`src/rtl/alu_pkg.sv`:
```
// alu_pkg: opcodes, FSM states and op-class helpers for multicycle_alu (ALU_SIGNED_MULDIV_EN adds MULH/DIV/REM)
package alu_pkg;
  localparam logic [4:0] OP_ADD = 5'd0, OP_SUB = 5'd1, OP_SLL = 5'd2, OP_SLT = 5'd3, OP_SLTU = 5'd4;
  localparam logic [4:0] OP_XOR = 5'd5, OP_SRL = 5'd6, OP_SRA = 5'd7, OP_OR = 5'd8, OP_AND = 5'd9;
  localparam logic [4:0] OP_MUL = 5'd10, OP_MULHU = 5'd11, OP_DIVU = 5'd12, OP_REMU = 5'd13;
`ifdef ALU_SIGNED_MULDIV_EN
  localparam logic [4:0] OP_MULH = 5'd14, OP_DIV = 5'd15, OP_REM = 5'd16;
`endif
  typedef enum logic [1:0] {IDLE, MULT, DIV, OUT} state_t;
  function automatic logic is_div(input logic [4:0] op);
`ifdef ALU_SIGNED_MULDIV_EN
    return op == OP_DIVU || op == OP_REMU || op == OP_DIV || op == OP_REM;
`else
    return op == OP_DIVU || op == OP_REMU;
`endif
  endfunction
  function automatic logic is_muldiv(input logic [4:0] op);
`ifdef ALU_SIGNED_MULDIV_EN
    return is_div(op) || op == OP_MUL || op == OP_MULHU || op == OP_MULH;
`else
    return is_div(op) || op == OP_MUL || op == OP_MULHU;
`endif
  endfunction
`ifdef ALU_SIGNED_MULDIV_EN
  function automatic logic is_sgn(input logic [4:0] op);
    return op == OP_MULH || op == OP_DIV || op == OP_REM;
  endfunction
`endif
endpackage

```
`src/rtl/multicycle_alu_if.sv`:
```
// multicycle_alu_if: request/response bundle between an issuing stage and multicycle_alu
interface multicycle_alu_if #(parameter int XLEN = 32);
  logic valid;
  logic [4:0] alu_op;
  logic [XLEN-1:0] in_a, in_b, result;
  logic busy, ready, zero;
  modport master(output valid, alu_op, in_a, in_b, input busy, ready, result, zero);
  modport slave(input valid, alu_op, in_a, in_b, output busy, ready, result, zero);
endinterface

```
`src/rtl/seq_muldiv_unit.sv`:
```
// seq_muldiv_unit: radix-2 shift-add multiplier / restoring divider, XLEN iterations per start
module seq_muldiv_unit #(parameter int XLEN = 32) (
  input  logic clk,
  input  logic rst,
  input  logic start,
  input  logic div,
  input  logic [XLEN-1:0] a,
  input  logic [XLEN-1:0] b,
  output logic done,
  output logic [2*XLEN-1:0] prod,
  output logic [XLEN-1:0] quot,
  output logic [XLEN-1:0] rem
);
  localparam int SHW = $clog2(XLEN);
  logic run, mode;
  logic [SHW-1:0] cnt;
  logic [XLEN-1:0] hi, lo, opd;
  logic [XLEN:0] sum, shf, dif;
  assign sum = {1'b0, hi} + {1'b0, (lo[0] ? opd : {XLEN{1'b0}})};
  assign shf = {hi, lo[XLEN-1]};
  assign dif = shf - {1'b0, opd};
  assign done = run && cnt == SHW'(XLEN - 1);
  assign prod = {hi, lo};
  assign quot = lo;
  assign rem = hi;
  // hi:lo is the product accumulator for multiply and remainder:quotient for divide
  always_ff @(posedge clk) begin
    if (rst) begin
      run <= 1'b0;
      mode <= 1'b0;
      cnt <= '0;
      hi <= '0;
      lo <= '0;
      opd <= '0;
    end else if (start) begin
      run <= 1'b1;
      mode <= div;
      cnt <= '0;
      hi <= '0;
      lo <= div ? a : b;
      opd <= div ? b : a;
    end else if (run) begin
      cnt <= cnt + 1'b1;
      run <= !done;
      hi <= mode ? (dif[XLEN] ? shf[XLEN-1:0] : dif[XLEN-1:0]) : sum[XLEN:1];
      lo <= mode ? {lo[XLEN-2:0], !dif[XLEN]} : {sum[0], lo[XLEN-1:1]};
    end
  end
endmodule

```
`src/rtl/multicycle_alu.sv`:
```
// multicycle_alu: XLEN-bit ALU with single-cycle ops and iterative mul/div on one handshake
// ALU_SIGNED_MULDIV_EN enables MULH/DIV/REM via magnitude operands and sign fix-up at output.
module multicycle_alu import alu_pkg::*; #(parameter int XLEN = 32) (
  input logic clk,
  input logic rst,
  multicycle_alu_if.slave bus
);
  localparam int SHW = $clog2(XLEN);
  state_t state, nxt;
  logic [4:0] op;
  logic [XLEN-1:0] a, b, mag_a, mag_b, nres, quot, rem, result;
  logic [2*XLEN-1:0] prod;
  logic done, accept, ready, zero;
  assign accept = state == IDLE && bus.valid;
  assign bus.busy = state != IDLE || ready;
  assign bus.ready = ready;
  assign bus.result = result;
  assign bus.zero = zero;
`ifdef ALU_SIGNED_MULDIV_EN
  logic sgn;
  logic [2*XLEN-1:0] sprod;
  assign sgn = is_sgn(bus.alu_op);
  assign mag_a = sgn && bus.in_a[XLEN-1] ? -bus.in_a : bus.in_a;
  assign mag_b = sgn && bus.in_b[XLEN-1] ? -bus.in_b : bus.in_b;
  assign sprod = a[XLEN-1] ^ b[XLEN-1] ? -prod : prod;
`else
  assign mag_a = bus.in_a;
  assign mag_b = bus.in_b;
`endif
  seq_muldiv_unit #(.XLEN(XLEN)) u_md (
    .clk(clk), .rst(rst), .start(accept && is_muldiv(bus.alu_op)), .div(is_div(bus.alu_op)),
    .a(mag_a), .b(mag_b), .done(done), .prod(prod), .quot(quot), .rem(rem)
  );
  always_ff @(posedge clk) begin
    if (rst) state <= IDLE;
    else state <= nxt;
  end
  always_comb begin
    nxt = state == IDLE ? (bus.valid ? (is_div(bus.alu_op) ? DIV : is_muldiv(bus.alu_op) ? MULT : OUT) : IDLE)
        : state == OUT ? IDLE : done ? OUT : state;
  end
  always_comb begin
    nres = '0;
    case (op)
      OP_ADD: nres = a + b;
      OP_SUB: nres = a - b;
      OP_SLL: nres = a << b[SHW-1:0];
      OP_SLT: nres = {{(XLEN-1){1'b0}}, $signed(a) < $signed(b)};
      OP_SLTU: nres = {{(XLEN-1){1'b0}}, a < b};
      OP_XOR: nres = a ^ b;
      OP_SRL: nres = a >> b[SHW-1:0];
      OP_SRA: nres = $unsigned($signed(a) >>> b[SHW-1:0]);
      OP_OR: nres = a | b;
      OP_AND: nres = a & b;
      OP_MUL: nres = prod[XLEN-1:0];
      OP_MULHU: nres = prod[2*XLEN-1:XLEN];
      OP_DIVU: nres = quot;
      OP_REMU: nres = rem;
`ifdef ALU_SIGNED_MULDIV_EN
      OP_MULH: nres = sprod[2*XLEN-1:XLEN];
      OP_DIV: nres = (a[XLEN-1] ^ b[XLEN-1]) && b != '0 ? -quot : quot;
      OP_REM: nres = a[XLEN-1] ? -rem : rem;
`endif
      default: nres = '0;
    endcase
  end
  always_ff @(posedge clk) begin
    if (rst) begin
      op <= '0;
      a <= '0;
      b <= '0;
      ready <= 1'b0;
      result <= '0;
      zero <= 1'b1;
    end else begin
      if (accept) begin
        op <= bus.alu_op;
        a <= bus.in_a;
        b <= bus.in_b;
      end
      ready <= state == OUT;
      if (state == OUT) begin
        result <= nres;
        zero <= nres == '0;
      end
    end
  end
endmodule
```
`src/flat_wrapper.sv`:
```
// flat-port wrapper written by rule: the top's interface ports become plain ports
module multicycle_alu_flat import alu_pkg::*;
#(parameter int XLEN = 32)
  (clk, rst, bus_valid, bus_alu_op, bus_in_a, bus_in_b, bus_busy, bus_ready, bus_result, bus_zero);
  multicycle_alu_if #(.XLEN(XLEN)) bus_i ();
  input logic clk;
  input logic rst;
  input wire logic [$bits(bus_i.valid)-1:0] bus_valid;
  input wire logic [$bits(bus_i.alu_op)-1:0] bus_alu_op;
  input wire logic [$bits(bus_i.in_a)-1:0] bus_in_a;
  input wire logic [$bits(bus_i.in_b)-1:0] bus_in_b;
  output wire logic [$bits(bus_i.busy)-1:0] bus_busy;
  output wire logic [$bits(bus_i.ready)-1:0] bus_ready;
  output wire logic [$bits(bus_i.result)-1:0] bus_result;
  output wire logic [$bits(bus_i.zero)-1:0] bus_zero;
  assign bus_i.valid = bus_valid;
  assign bus_i.alu_op = bus_alu_op;
  assign bus_i.in_a = bus_in_a;
  assign bus_i.in_b = bus_in_b;
  assign bus_busy = bus_i.busy;
  assign bus_ready = bus_i.ready;
  assign bus_result = bus_i.result;
  assign bus_zero = bus_i.zero;
  multicycle_alu #(.XLEN(XLEN)) u_core (.clk(clk), .rst(rst), .bus(bus_i));
endmodule
```
`config.mk`:
```
export PLATFORM = sky130hd
export DESIGN_NAME = multicycle_alu_flat
export DESIGN_NICKNAME = d
export VERILOG_FILES = /design/src/rtl/alu_pkg.sv /design/src/rtl/multicycle_alu_if.sv /design/src/rtl/seq_muldiv_unit.sv /design/src/rtl/multicycle_alu.sv /design/src/flat_wrapper.sv
export SDC_FILE = /design/constraint.sdc
export NUM_CORES = 1
export LEC_CHECK = 0
export CAP_MARGIN = 5
export CORE_MARGIN = 2
export CORE_UTILIZATION = 40
export DETAILED_ROUTE_END_ITERATION = 12
export GPL_TIMING_DRIVEN = 0
export PLACE_DENSITY = 0.65
export SYNTH_ARGS = -nofsm -noshare
export SYNTH_HDL_FRONTEND = slang
export SYNTH_HIERARCHICAL = 1
export SYNTH_SLANG_ARGS = --single-unit
export TNS_END_PERCENT = 1
```
`constraint.sdc`:
```
create_clock -name clk -period 6.8 [get_ports clk]
set_clock_uncertainty 0.05 [all_clocks]
set_input_delay 0.68 -clock clk [delete_from_list [all_inputs] [get_ports clk]]
set_output_delay 0.68 -clock clk [all_outputs]
set_load 0.05 [all_outputs]
```
## After elaboration in Yosys (flattened, before gate mapping)

Cells that the tools add are included.
W data, S select, Z words.

| word-level totals | value |
|---|---|
| register bits after elaboration | 208 |
| latch bits | 0 |
| bits in writable memories | 0 |
| ROM bits | 0 |
| bits of input ports | 72 |
| word-level logic and storage cells | 80 |
| memories | 0 |

| cells by class | value |
|---|---|
| $add $sub $neg | 5 |
| multipliers | 0 |
| div/mod/pow operators | 0 |
| $lt $le $gt $ge | 2 |
| equality and inequality tests | 19 |
| shift operators | 3 |
| multiplexer cells | 17 |
| bitwise logic cells | 3 |
| reductions and logical operators | 18 |

Operators by type and width:

| kind | number |
|---|---|
| $pmux W32 S12 | 1 |
| $mux W32 | 8 |
| $lt A32 B32 Y1 | 2 |
| $eq A5 B4 Y1 const B | 10 |
| $add A32 B32 Y33 | 1 |
| $sub A33 B32 Y33 | 1 |
| $add A32 B32 Y32 | 1 |
| $and A32 B32 Y32 | 1 |
| $logic_not A32 Y1 | 1 |
| $or A32 B32 Y32 | 1 |
| $shl A32 B5 Y32 | 1 |
| $shr A32 B5 Y32 | 1 |
| $sshr A32 B5 Y32 | 1 |
| $sub A32 B32 Y32 | 1 |
| $xor A32 B32 Y32 | 1 |
| $eq A5 B3 Y1 const B | 4 |
| $mux W2 | 6 |
| $eq A5 B2 Y1 const B | 2 |
| $reduce_or A2 Y1 | 3 |
| $add A5 B1 Y5 const B | 1 |
| $eq A5 B1 Y1 const B | 1 |
| $eq A5 B5 Y1 const B | 1 |
| $logic_not A5 Y1 | 1 |
| $logic_or A1 B1 Y1 | 4 |
| other kinds (7) | 12 |

## Depth between registers and ports, before layout

Gate-level depths: netlist of run 1.

| depth | value |
|---|---|
| word-level depth | 8 |
| depth in mapped cells | 18 |

## Modules after synthesis

Netlist of run 1, hierarchy kept.

By module, submodules not included:

| module | times used | cells an instance | area each (µm²) | seq. area each (µm²) |
|---|---|---|---|---|
| multicycle_alu | 1 | 2015 | 14834.2 | 2102.0 |
| seq_muldiv_unit | 1 | 1217 | 9594.2 | 2062.0 |

## Least setup slack after synthesis of run 1

OpenSTA, ideal clock, no wires.

| timing | value |
|---|---|
| kind | register to register |
| from | register u_core.b[2] |
| to | register u_core.zero (netlist: u_core/bus.zero) |
| arrival time | 4196 ps |
| path slack | 2459 ps |
| cell stages (with the launch flop) | 18 |
| buffers on the path | 5 |
| path through | dfxtp_1 > buf_4 > buf_2 > clkinv_1 > clkbuf_1 > clkbuf_1 > ha_1 > buf_2 > or4_1 > a211oi_2 > nor3_1 > a21o_1 > o31ai_1 > a211oi_1 > nor3_1 > mux2_2 > o22ai_1 > o41ai_2 |

| between the ends | value |
|---|---|
| longest elaborated chain between the ends | 3 |
| elaborated cells between the ends (all ways) | 12 |
| those cells by class | add/sub: 2; order compare: 2; shift: 3; mux: 1; bitwise: 3; reduce/logical: 1 |

Ends and longest elaborated chain:

| item | line | text |
|---|---|---|
| from (decl) | multicycle_alu.sv:11 | `logic [XLEN-1:0] a, b, mag_a, mag_b, nres, quot, rem, result;` |
| from (signal assigned) | multicycle_alu.sv:79 | `b <= bus.in_b;` |
| $sub A32 B32 Y32 (tied with other cells) | multicycle_alu.sv:46 | `OP_SUB: nres = a - b;` |
| $pmux W32 S12 (*) | multicycle_alu.sv:44 | `case (op)` |
| $logic_not A32 Y1 (*) | multicycle_alu.sv:84 | `zero <= nres == '0;` |
| to (signal assigned) | multicycle_alu.sv:74 | `zero <= 1'b1;` |
| to (signal assigned) | multicycle_alu.sv:84 |  |
| to (decl) | multicycle_alu.sv:13 | `logic done, accept, ready, zero;` |

Mark *: on every way between the ends. The rest lies on a longest branch, timed or not.
A chain may end at the register's enable or synchronous reset.

## Worst setup path after layout of run 1

| timing | value |
|---|---|
| from | register u_core.b[3] |
| to | register u_core.zero (netlist: u_core/bus.zero) |

The elaborated chain is that of the path after synthesis.

==> results.md, run 1 <==
- Avg Cell Area, Syn: 7.56 um^2
- Syn Inst Count: 3232
- CTS tree: built
- Synth top area cells: dfxtp_1 (17%), ha_1 (8.5%), mux2i_1 (7.3%), mux4_2 (5.4%), nand2_1 (5.2%)
- Core Footprint: 60400 um^2
- Pre-antenna DRT Iters: 9
- Initial Utilization: 40.5%
- Detailed-route via count: 28800
- TNS Setup: -155 ps
- Clock buffer depth: 3
- Crit-path max FO: 11
- H-tree depth: 1
- Worst setup path startpoint: u_core/b[3]
- Gpl congestion: 1.13
- Failing checks: setup timing
- Leak pwr: 0.0101 uW
- # fillers: 6345
- Area of the multi-input gates: 18100 um^2
- Max IR drop VDD: 0.000196 V
- Number of buffers created by CTS: 25
- DR iter-0 viols: 4314
- # hold bufs at CTS: 0
- Clock-pin slew on the worst setup and hold paths: 70 ps
- Hold_sp: u_core/bus.result[28]
- Clock sink count: 208
- Critical path capture point type: register
- Mapped Area: 24400 um^2
- Fin crit share: 101%
- Final Hold Fails: 0
- Final Max Tran Viols: 0
- Clk root buf: clkbuf_16
- Hold_ws: 405 ps
- Final min period: 6900 ps
- PnR worst setup slack: -99.7 ps
- Largest net degree at the start of global routing: 14
- Post-synth EDFFs: 0
- Yosys Warn Count: 6
- # rows: 90
- Residual DRC count: 0
- Worst setup path category: register to register
- Nets: 3616
- Port bufs: 106
- RSZ-0062 raised after global routing: false
- Chip width: 251 um
- Crit path required time: 7180 ps
- Post-synth ARST share: 0%
- Initial antenna violation count: 11
- Total Wirelength: 146 mm
- Slew @ Worst Pin: 1330 ps
- Dominant cell type by area after synthesis: dfxtp_1
- Status: finished with violations
- PD cells: 183 nW/um^2
- GRT Util Overall: 45.0%
- Most frequent cell after synthesis: nand2_1
- Synth top area share: 17.0%
- Worst-Skew Late Latency: 570 ps
- Top_reg_cell synth: dfxtp_1
- Register area share after synthesis: 17.0%
- Critical Path AT: 7280 ps
- First-pass GRT wire length: 202 mm
- HP Class: register to register
- Synth cell count leaders: nand2_1 (338), nor2_1 (275), a21oi_1 (253), dfxtp_1 (208), clkbuf_1 (178)
- Die Footprint: 63100 um^2
- IO Count: 107
- GR Overflow Total: 0
- Max transition margin: 10.7%
- Share of layout cells above drive strength 1: 9.40%
- Final setup fails: 2
- Number of synthesized register bits: 208
- CP Launch Type: register
- Register area: 4160 um^2
- Max-Cap Viols: 0
- Crit Reg-Reg Startpoint: u_core/b[3]
- HPWL after DPL: 118 mm
- ANT nets after route: 0
- Wire per inst: 35.0 um
- Post-Syn Nets: 3473
- Number of global-route vias before repair: 26500
- Vias per inst: 6.89
- Area growth syn-to-layout: 12.4%
- Die H: 251 um
- Maximum clock rate: 145 MHz
- Synth unique cells: 107
==> cells by family after synthesis <==
family | share of synthesized area [%]
buffers and inverters | 9.02
adders and majority gates | 8.78
xor gates and xnor gates | 2.29
AOI/OAI and AO/OA | 28.5
DFF | 17.0
muxes | 14.1
and+or+nand+nor | 20.3
==> routing by layer <==
layer  part of all wire (%)  wire length (um)  vias up  global-route usage [%]
met5                   0.13               183        -                       0
met4                    7.0             10300       10                    24.8
met3                     14             19800      468                    15.7
met2                     38             55700     2090                    61.4
met1                     41             60400    13900                    61.2
li1                       -                 -    12300                       -
==> flip-flops by register name, indices dropped and copies added (netlist names), 2 cells and up <==
register and flops:
u_core/bus.result 32, u_core/state 2, u_core/a 32, u_core/u_md/quot 32, u_core/u_md/rem 32, u_core/u_md/opd 32
u_core/b 32, u_core/u_md/cnt 5, u_core/op 5
==> layout by cell type, fill, tap and decap left out, types with 37 or more instances in the layout <==
cell type | Yosys | routed
clkbuf_1 | 178 | 180
ha_1 | 165 | 165
buf_4 | 71 | 75
a21oi_1 | 253 | 253
mux2i_1 | 177 | 177
a211oi_1 | 140 | 139
nand3_1 | 88 | 88
nand2_1 | 338 | 338
mux4_2 | 59 | 59
and2_1 | 49 | 49
nor2_1 | 275 | 273
buf_2 | 52 | 54
a21o_1 | 50 | 50
a22oi_1 | 51 | 51
a31oi_1 | 37 | 37
o21ai_0 | 112 | 111
dfxtp_1 | 208 | 208
inv_1 | 145 | 145
clkdlybuf4s50_1 | 0 | 106
nor3_1 | 59 | 59
o211ai_1 | 43 | 43
xnor2_1 | 39 | 39
==> critical path, cell delays in order, from the launching register on <==
cell and delay [ps]:
dfxtp_1 310, clkbuf_1 290, clkinvlp_4 370, clkbuf_1 680, clkbuf_1 920, ha_1 390
buf_2 200, or4_1 620, a211oi_2 780, nor3_1 320, a21o_1 320, o31ai_1 400
a41o_1 290, a31oi_1 90, o21ai_0 560, o41ai_2 140
==> stage by stage <==
step	instances	worst slack, ps	area (um^2)	power [uW]	util (%)
global placement	4120	-106	26500	3470	43.9
CTS	4172	27.5	27400	4890	45.4
detailed placement	4127	-114	26600	3460	44.0
floorplan	3232	2460	24400	2610	-
global route	4175	1.33	27500	5150	45.5
finish	4177	-99.7	27500	5020	45.5
==> timing repair <==
item                       in CTS  in global routing
gates resized for setup         2                  8
buffers inserted                0                  1
hold endpoints to repair        0                  0
pin swaps                       0                  1
setup endpoints to repair       1                  2
==> area by class of cell <==
class	instances	area share, %
diodes	2	0.0182
plain buffers	334	5.99
clock buffers	35	2.63
clock inverters	10	0.487
inverters	150	2.06
multi-input cells	2540	65.9
flip-flops and latches	208	15.2
well taps	782	3.56
repair buffers	116	4.18
==> where the power goes <==
| group | internal [uW] | switching, uW | total (uW) |
|---|---|---|---|
| clock network | 852 | 585 | 1440 |
| logic | 681 | 1530 | 2210 |
| registers | 1270 | 96.3 | 1370 |
| total | 2810 | 2210 | 5020 |
==> worst paths after layout <==
check / to / slack [ps] / depth (start not counted)
hold / removal: u_core/bus.result[28] / 400 / 2
hold reg to reg: u_core/bus.result[28] / 400 / 2
setup / recovery: u_core/bus.zero / -100 / 15
setup reg to reg: u_core/bus.zero / -100 / 15
(Power assumes the default switching activity.)
==> inputs of run 2 (changes only) <==
Settings changed: ABC_CLOCK_PERIOD_IN_PS from default to 6800.
==> results of run 2 <==
No change in the layout: final DEF, timing and power equal those of run 1.
